File: src/rtl/serial_subtractor.sv
// Bit-serial N-bit subtractor: diff = a - b - borrow_in, LSB first.
// One full-adder cell iterated over shift registers, valid/ready on both sides.
module serial_subtractor #(
    parameter int N = 8
) (
    input  logic         clk,
    input  logic         rst,
    input  logic         in_valid,
    output logic         in_ready,
    input  logic [N-1:0] a,
    input  logic [N-1:0] b,
    input  logic         borrow_in,
    output logic         out_valid,
    input  logic         out_ready,
    output logic [N-1:0] diff,
    output logic         borrow_out,
    output logic         overflow,
    output logic         zero
);

    localparam int CW = $clog2(N);
    localparam logic [CW-1:0] LAST = CW'(N - 1);

    typedef enum logic [1:0] {
        IDLE,
        BUSY,
        DONE
    } state_t;

    state_t state, state_nx;

    logic [N-1:0]  a_sh, b_sh, diff_sh;
    logic [N-1:0]  diff_nx;
    logic [CW-1:0] count;
    logic          carry, carry_nx, s;
    logic          sa, sb;
    logic          last;

    assign in_ready = (state == IDLE) && !rst;

    // a - b - bin == a + ~b + ~bin, so the adder sees ~b and ~borrow_in
    always_comb begin
        s        = a_sh[0] ^ b_sh[0] ^ carry;
        carry_nx = (a_sh[0] & b_sh[0]) | (a_sh[0] & carry) | (b_sh[0] & carry);
        diff_nx  = {s, diff_sh[N-1:1]};
        last     = (count == LAST);
    end

    always_ff @(posedge clk or posedge rst) begin
        if (rst) state <= IDLE;
        else     state <= state_nx;
    end

    always_comb begin
        state_nx = state;
        unique case (state)
            IDLE: if (in_valid && in_ready) state_nx = BUSY;
            BUSY: if (last) state_nx = DONE;
            DONE: if (out_ready) state_nx = IDLE;
            default: state_nx = IDLE;
        endcase
    end

    always_ff @(posedge clk or posedge rst) begin
        if (rst) begin
            a_sh       <= '0;
            b_sh       <= '0;
            diff_sh    <= '0;
            count      <= '0;
            carry      <= 1'b0;
            sa         <= 1'b0;
            sb         <= 1'b0;
            out_valid  <= 1'b0;
            diff       <= '0;
            borrow_out <= 1'b0;
            overflow   <= 1'b0;
            zero       <= 1'b0;
        end else begin
            unique case (state)
                IDLE: begin
                    if (in_valid && in_ready) begin
                        a_sh  <= a;
                        b_sh  <= ~b;
                        carry <= ~borrow_in;
                        count <= '0;
                        sa    <= a[N-1];
                        sb    <= b[N-1];
                    end
                end
                BUSY: begin
                    a_sh    <= a_sh >> 1;
                    b_sh    <= b_sh >> 1;
                    carry   <= carry_nx;
                    diff_sh <= diff_nx;
                    count   <= count + CW'(1);
                    if (last) begin
                        out_valid  <= 1'b1;
                        diff       <= diff_nx;
                        borrow_out <= ~carry_nx;
                        overflow   <= (sa != sb) && (s != sa);
                        zero       <= (diff_nx == '0);
                    end
                end
                DONE: begin
                    if (out_ready) out_valid <= 1'b0;
                end
                default: ;
            endcase
        end
    end

endmodule
File: config.mk
export PLATFORM = sky130hd
export DESIGN_NAME = serial_subtractor
export DESIGN_NICKNAME = d
export VERILOG_FILES = /design/src/rtl/serial_subtractor.sv
export SDC_FILE = /design/constraint.sdc
export NUM_CORES = 1
export LEC_CHECK = 0
export ABC_AREA = 1
export BUFFER_PORTS_ARGS = -buffer_cell sky130_fd_sc_hd__buf_4
export CAP_MARGIN = 20
export CELL_PAD_IN_SITES_DETAIL_PLACEMENT = 1
export CELL_PAD_IN_SITES_GLOBAL_PLACEMENT = 2
export CORE_MARGIN = 2
export CORE_UTILIZATION = 34
export DETAILED_ROUTE_END_ITERATION = 8
export PLACE_DENSITY = 0.93
export REMOVE_ABC_BUFFERS = 1
export SYNTH_ARGS = -nofsm -noshare
export SYNTH_HDL_FRONTEND = slang
export SYNTH_SLANG_ARGS = --single-unit
File: constraint.sdc
create_clock -name clk -period 2.85 [get_ports clk]
set_input_delay 0.4275 -clock clk [delete_from_list [all_inputs] [get_ports clk]]
set_output_delay 0.4275 -clock clk [all_outputs]
set_load 0.05 [all_outputs]
Word level (Yosys, flattened, before mapping). Cells that the tools add are included. W data, S select, Z words.

Flip-flop bits (word level): 44. Input port bits: 21. Output and inout bits: 13. Word-level logic and storage cells: 60.

Add/sub/neg operators: 1. Equal/unequal tests: 8. Mux-type cells: 15. Bitwise logic cells: 10. Reductions and logical operators: 13.

Operators by type and width (number): $pmux W8 S2 (2); $mux W8 (2); $logic_not A8 Y1 (1); $not A8 Y8 (1); $mux W2 (3); $pmux W2 S3 (1); $pmux W3 S2 (1); $reduce_and A2 Y1 (3); $reduce_and A3 Y1 (2); $ne A2 B2 Y1 const B (2); $pmux W1 S2 (2); $reduce_bool A2 Y1 (2); $add A3 B1 Y3 const B (1); $and A1 B1 Y1 (3); $eq A3 B3 Y1 const B (1); $logic_and A1 B1 Y1 (3); $mux W1 (3); $mux W3 (1); $eq A2 B1 Y1 const B (1); $eq A2 B2 Y1 const B (1); $logic_not A2 Y1 (1); $ne A1 B1 Y1 (2); $ne A2 B1 Y1 const B (1); $not A1 Y1 (2); other kinds (3) (5).

Depth between registers and ports, before layout. Gate-level depths: netlist of run 1.

Word-level depth: 5. Mapped depth: 7. Depth with buffers taken out: 7.

Worst setup path before layout of run 1. OpenSTA, ideal clock, no wires.

Kind: input to register. From: input rst. To: register a_sh[0]. Library setup time: 0.065 ns. Arrival time: 2.077 ns. Data required time: 2.785 ns. Setup slack: 0.707 ns. Stages: 6. Path buffers: 1. Cell sequence: inv_1 -> nand3_2 -> nand2_2 -> buf_4 -> nand2_1 -> nand2_1.

Longest elaborated chain between the ends: 5.

Ends and longest elaborated chain: from (decl) (line 7) `input logic rst,`; $logic_not A1 Y1 (no source line); $logic_and A1 B1 Y1 (line 39) `assign in_ready = (state == IDLE) && !rst;`; $logic_and A1 B1 Y1 (line 81) `if (in_valid && in_ready) begin`; $ne A2 B1 Y1 (no source line); $reduce_and A2 Y1 (no source line); to (signal assigned) (line 91) `a_sh <= a_sh >> 1;`; to (decl) (line 32) `logic [N-1:0] a_sh, b_sh, diff_sh;`.

No other way between the ends. A chain may end at the register's enable or synchronous reset.

Worst setup path in the final report of run 1.
From: register count[0]. To: register overflow.

Longest elaborated chain between the ends: 2.

Ends and longest elaborated chain: from (decl) (line 34) `logic [CW-1:0] count;`; from (signal assigned) (line 95) `count <= count + CW'(1);`; $eq A3 B3 Y1 (line 46) `last = (count == LAST);`; $reduce_and A2 Y1 (no source line); to (signal assigned) (line 100) `overflow <= (sa != sb) && (s != sa);`; to (decl) (line 17) `output logic overflow,`.

No other way between the ends.

==> results.py, run 1 <==
metrics = {
    "clock_tree": {
        "numCtsBuffers": 5,
        "clkLatencyLatePin_ps": 280,
        "cts-hold-fix-buffers": 0,
        "cts.htree.levels": 2,
        "cts_resized": 0,
        "cts_tree": "done",
        "post_cts_buffers": 0,
        "cts-root-buf": "clkbuf_8",
        "cts_num_sinks": 43,
        "cts_buffer_depth": 2,
        "clkTransAtPathRegs_ps": 80,
    },
    "final_layout": {
        "drive_gt1_share_pct": 16.78,
        "fin_nets": 309,
        "area_growth_pct": 18.55,
        "fin_area_um2": 2375,
        "num_antenna_cells": 0,
        "fin_cells": 358,
    },
    "setup_path": {
        "worstPathCellList": "ha_1, ha_1, nand3_1, inv_1, nand3_1, nand2_1",
        "cp_num_buf_inv": 1,
        "critPathKind": "reg2reg",
        "start_kind": "flop",
        "max_stage_delay_ps": 530,
        "crit_required_ps": 3020,
        "cp_slowest_cell": "nand3_1",
        "cp_top_family": "simple AND/OR/NAND/NOR gates",
        "cp_max_fo": 21,
        "critPathArrivalTime_ps": 1980,
        "crit_path_end_kind": "flop",
    },
    "floorplan": {
        "core_um2": 5608,
        "die-width_um": 80.76,
        "io_pins": 34,
        "die_area_um2": 6521,
        "die_h_um": 80.76,
        "start_util_pct": 35.72,
        "rows": 27,
    },
    "synthesis": {
        "synth_compound_gate_area_share_pct": 4.372,
        "synth_adder_area_share_pct": 2.249,
        "synth.avg_cell_area_um2": 7.918,
        "synthesis.area_um2": 2003,
        "synthSimpleGateAreaFrac_pct": 31.29,
        "synth_xor_area_share_pct": 0,
        "synth_seq_cells": 43,
        "post_synth_inst_count": 253,
        "seq_area_frac_synth_pct": 53.72,
        "synth_top_family_by_area": "simple AND/OR/NAND/NOR gates",
        "muxShareOfSynthArea_pct": 0,
        "yosys_warnings": 0,
        "synth_cell_type_count": 20,
    },
    "sta": {
        "finalSetupViolCount": 0,
        "holdWs_ps": 332.8,
        "max_slew_margin_pct": 43.31,
        "finalHoldViolCount": 0,
        "fin_worst_skew_ps": 4.301,
        "rsz0062_at_grt": "no",
        "min_period_ps": 1808,
        "slew_viol_final": 0,
        "setup_tns_ps": 0,
        "fin_crit_sh_pct": 63.45,
        "setup_slack_ps": 1042,
        "worst_pin_slew_ps": 849.4,
        "fmax_mhz": 553.0,
    },
    "routing": {
        "first_iter_violations": 50,
        "wl_per_cell_um": 11.66,
        "dr.pass1.iters": 4,
        "via_count": 1635,
        "drc": 0,
        "vias_per_cell": 4.567,
        "drt.antenna.violating_nets": 0,
        "wirelength_um": 4176,
    },
    "global_route": {
        "grt_overflow_total": 0,
        "antenna_found_initial": 0,
        "grt_max_degree": 44,
        "grt_pass1_vias": 1687,
        "grt_pass1_wl_um": 7320,
        "track_usage_pct": 14.12,
    },
    "place": {
        "dpl_cell_area_um2": 2293,
        "place_ws_ps": 1041,
        "dp_hpwl_um": 2936,
        "gp_congestion": 0.6986,
        "io_buffers": 33,
        "dpl.cell_count": 350,
    },
    "run_status": {
        "status": "finished, final reports clean",
    },
    "power": {
        "power_density_nw_per_um2": 1141,
        "vdd_drop_max_mv": 0.4205,
        "p_leak_nw": 1.341,
    },
    "min_path": {
        "hp-class": "in2reg",
    },
    "job": {
        "maxCapViolCount": 0,
    },
}
through the flow:
step | util (%) | power [mW]
final | 42.35 | 2.709
after detailed placement | 40.90 | 2.388
after floorplan | - | 1.962
after CTS | 42.35 | 2.759
after global placement | 40.90 | 2.346
after global routing | 42.35 | 2.973
cells in the mapped netlist:
| cell | n | share of area (%) |
|---|---|---|
| nor2_1 | 6 | 1.1 |
| nor2_2 | 1 | 0.31 |
| buf_2 | 8 | 2.0 |
| o21ai_1 | 6 | 1.5 |
| buf_4 | 2 | 0.75 |
| dfrtp_1 | 43 | 54 |
| ha_1 | 2 | 1.2 |
| nand3_1 | 25 | 6.2 |
| buf_6 | 2 | 1.1 |
| fa_1 | 1 | 1.0 |
| o21ai_0 | 9 | 2.2 |
| o31ai_1 | 1 | 0.37 |
| nor3_1 | 1 | 0.25 |
| or2_1 | 1 | 0.31 |
| nand3_2 | 1 | 0.50 |
| a21oi_1 | 1 | 0.25 |
| inv_1 | 23 | 4.3 |
| inv_2 | 1 | 0.19 |
| nand2_1 | 117 | 22 |
| nand2_2 | 2 | 0.62 |
kinds of logic after synthesis:
| family | count (synthesis) |
|---|---|
| adders and majority gates | 3 |
| buffers and inverters | 36 |
| DFF | 43 |
| and+or+nand+nor | 154 |
| AOI/OAI and AO/OA | 17 |
registers in the layout (all words and copies together) (netlist names), 2 cells and up:
register / flops
state: 2
diff_sh: 7
diff: 8
count: 3
b_sh: 8
a_sh: 8
power breakdown:
group	leakage (nW)	switching [mW]	internal (mW)
Clock	0.0422	0.193	0.172
Sequential	0.546	0.163	0.874
Combinational	0.753	0.884	0.423
routing by layer:
layer	global-route usage, %	vias to the layer above	part of all wire, %
li1	-	836	-
met1	17.65	769	49
met2	25.42	28	47
met3	2.667	2	3.9
met4	3.051	0	0.41
met5	0	-	0
worst paths after layout:
check | from | endpoint | slack (ps) | cells past startpoint
worst max-delay path | count[0]$_DFFE_PP0P_ | overflow$_DFFE_PP0P_ | 1040 | 6
worst min-delay path | out_ready | state[1]$_DFFE_PP0P_ | 330 | 2
worst max register to register | count[0]$_DFFE_PP0P_ | overflow$_DFFE_PP0P_ | 1040 | 6
worst min register to register | out_valid$_DFFE_PP0P_ | out_valid$_DFFE_PP0P_ | 490 | 2
max in group asynchronous | rst | diff_sh[3]$_DFFE_PP0P_ | 2150 | 3
min in group asynchronous | rst | b_sh[4]$_DFFE_PP0P_ | 340 | 3
cells in the final DEF (no fill, tap or decap):
cell type  instances
nand2_1          117
dfrtp_1           43
buf_4             37
nand3_1           25
inv_1             23
o21ai_0            9
nor2_1             6
o21ai_1            6
clkbuf_8           5
nand2_2            2
ha_1               2
clkbuf_1           2
inv_2              1
nor2_2             1
nand3_2            1
nor3_1             1
o31ai_1            1
a21oi_1            1
or2_1              1
fa_1               1
clkinv_2           1
final cells by class:
type / instances / area [um2]
Multi-Input combinational cell: 174 / 759.5
Timing Repair Buffer: 37 / 277.8
Clock inverter: 1 / 5.005
Inverter: 24 / 90.09
Sequential cell: 43 / 1076
Fill cell: 720 / 3233
Clock buffer: 7 / 76.32
Tap cell: 72 / 90.09
Power figures use the tool's default switching activity.
==> run 2, diff against run 1 <==
--- a/config.mk
+++ b/config.mk
@@ -11,9 +11,9 @@
 export CELL_PAD_IN_SITES_DETAIL_PLACEMENT = 1
 export CELL_PAD_IN_SITES_GLOBAL_PLACEMENT = 2
 export CORE_MARGIN = 2
-export CORE_UTILIZATION = 34
+export CORE_UTILIZATION = 32
 export DETAILED_ROUTE_END_ITERATION = 8
-export PLACE_DENSITY = 0.93
+export PLACE_DENSITY = 0.89
 export REMOVE_ABC_BUFFERS = 1
 export SYNTH_ARGS = -nofsm -noshare
 export SYNTH_HDL_FRONTEND = slang
==> constraint.sdc (replaced) <==
create_clock -name clk -period 1.7 [get_ports clk]
set_input_delay 0.255 -clock clk [delete_from_list [all_inputs] [get_ports clk]]
set_output_delay 0.255 -clock clk [all_outputs]
set_load 0.05 [all_outputs]
==> run 2 against run 1 <==
  * Final cell count increased by 1.4%
  * Final area is 1.9% higher
  * Power rose by 72%
  * Sequential share of layout area is 0.84 points lower
  * Combinational power grew 73%
  * Highest routed layer unchanged
  * Flip-flop and latch count did not move
  * Non-clock buffer count grew 3
  * Via count rose by 3.2%
  * Clock skew increased by 5.3 ps
  * Die area rose by 5.9%
==> results.py, run 2 (synthesized netlist as in run 1, its figures left out) <==
metrics = {
    "sta": {
        "finalHoldViolCount": 0,
        "finalSetupViolCount": 0,
        "max_slew_margin_pct": 62.96,
        "rsz0062_at_grt": "no",
        "fmax_mhz": 675.4,
        "slew_viol_final": 0,
        "fin_worst_skew_ps": 9.619,
        "min_period_ps": 1481,
        "worst_pin_slew_ps": 555.6,
        "fin_crit_sh_pct": 87.10,
    },
    "job": {
        "maxCapViolCount": 0,
    },
    "global_route": {
        "antenna_found_initial": 0,
        "track_usage_pct": 13.69,
        "grt_overflow_total": 0,
        "grt_max_degree": 44,
        "grt_pass1_vias": 1668,
        "grt_pass1_wl_um": 7707,
    },
    "place": {
        "gp_congestion": 0.7060,
        "dp_hpwl_um": 3057,
        "dpl_cell_area_um2": 2332,
        "io_buffers": 33,
        "dpl.cell_count": 356,
    },
    "clock_tree": {
        "clkTransAtPathRegs_ps": 80,
        "clkLatencyLatePin_ps": 290,
        "cts_resized": 0,
        "cts.htree.levels": 2,
        "cts-root-buf": "clkbuf_8",
        "cts_tree": "done",
        "cts_buffer_depth": 2,
        "cts_num_sinks": 43,
        "post_cts_buffers": 0,
        "numCtsBuffers": 5,
        "cts-hold-fix-buffers": 0,
    },
    "final_layout": {
        "fin_nets": 312,
        "regArea_um2": 1076,
        "fillers": 733,
        "num_antenna_cells": 0,
        "area_growth_pct": 20.80,
        "drive_gt1_share_pct": 18.06,
        "multi_input_area_um2": 759.5,
        "largestRegisters": "a_sh: 8 flops, b_sh: 8 flops, diff: 8 flops",
        "final_cell_mix": "nand2_1, dfrtp_1, buf_4",
        "fin_cells": 363,
        "final_common_cell": "nand2_1",
        "fin_area_um2": 2420,
    },
    "setup_path": {
        "cp_max_fo": 6,
        "critPathArrivalTime_ps": 1230,
        "r2r_slack_ps": 250,
        "worstPathCellList": "nor3_1, buf_4",
        "cp_num_buf_inv": 1,
        "max_stage_delay_ps": 450,
        "cp_top_family": "flip-flops",
        "critPathKind": "reg2out",
        "crit_path_end_kind": "output port",
        "cp_slowest_cell": "dfrtp_1",
        "crit_required_ps": 1440,
        "start_kind": "flop",
    },
    "run_status": {
        "status": "finished, final reports clean",
    },
    "min_path": {
        "hp-class": "in2async",
    },
    "routing": {
        "drc": 0,
        "wl_per_cell_um": 12.24,
        "first_iter_violations": 66,
        "via_count": 1687,
        "wirelength_um": 4444,
        "dr.pass1.iters": 4,
        "drt.antenna.violating_nets": 0,
        "vias_per_cell": 4.647,
    },
    "floorplan": {
        "die_h_um": 83.12,
        "die-width_um": 83.12,
        "start_util_pct": 33.44,
        "io_pins": 34,
        "rows": 28,
        "core_um2": 5991,
        "die_area_um2": 6909,
    },
    "power": {
        "vdd_drop_max_mv": 0.6896,
        "power_density_nw_per_um2": 1926,
        "p_leak_nw": 1.360,
    },
}
[run 2: layout make-up]
| type | count | share of cell area (%) |
|---|---|---|
| flip-flops and latches | 43 | 44.47 |
| multi-input cells | 174 | 31.39 |
| clock buffers | 6 | 3.413 |
| repair buffers | 40 | 12.93 |
| well taps | 75 | 3.878 |
| inverters | 24 | 3.723 |
| clock inverters | 1 | 0.2068 |
[run 2: final timing paths]
kind,from,to,cells after the start
setup / recovery,state[0]$_DFFE_PP0P_,in_ready,2
hold / removal,rst,a_sh[2]$_DFFE_PP0P_,3
setup reg to reg,a_sh[0]$_DFFE_PP0P_,overflow$_DFFE_PP0P_,6
hold reg to reg,zero$_DFFE_PP0P_,zero$_DFFE_PP0P_,2
max in group asynchronous,rst,sb$_DFFE_PP0P_,3
min in group clk,out_ready,state[1]$_DFFE_PP0P_,2
[run 2: per-stage QoR]
stage	power, mW	setup TNS (ps)	util [%]	setup WS (ps)	hold WS, ps
global placement	3.993	0	38.93	285.7	452.3
global route	5.105	0	40.39	135.3	149.6
detailed placement	4.074	0	38.93	249.9	458.3
floorplan	3.289	-12710	-	-611.6	351.5
CTS	4.749	0	40.39	204.6	143.6
finish	4.661	0	40.39	219.4	140.6
[run 2: layer usage]
layer  global-route usage, %  routed length (um)
met5                       0                   0
met4                   4.024                  65
met3                   3.380                 167
met2                   22.80                2144
met1                   17.63                2067
[run 2: tightest hold or removal path, cell delays in order]
cell	delay [ps]
buf_4	110
clkinv_1	60
buf_4	470
[run 2: where the power goes]
group	internal [mW]	total (mW)	switching (mW)	leakage, nW
combinational	0.765	2.27	1.50	0.767
clock	0.319	0.659	0.340	0.0470
sequential	1.47	1.74	0.271	0.546
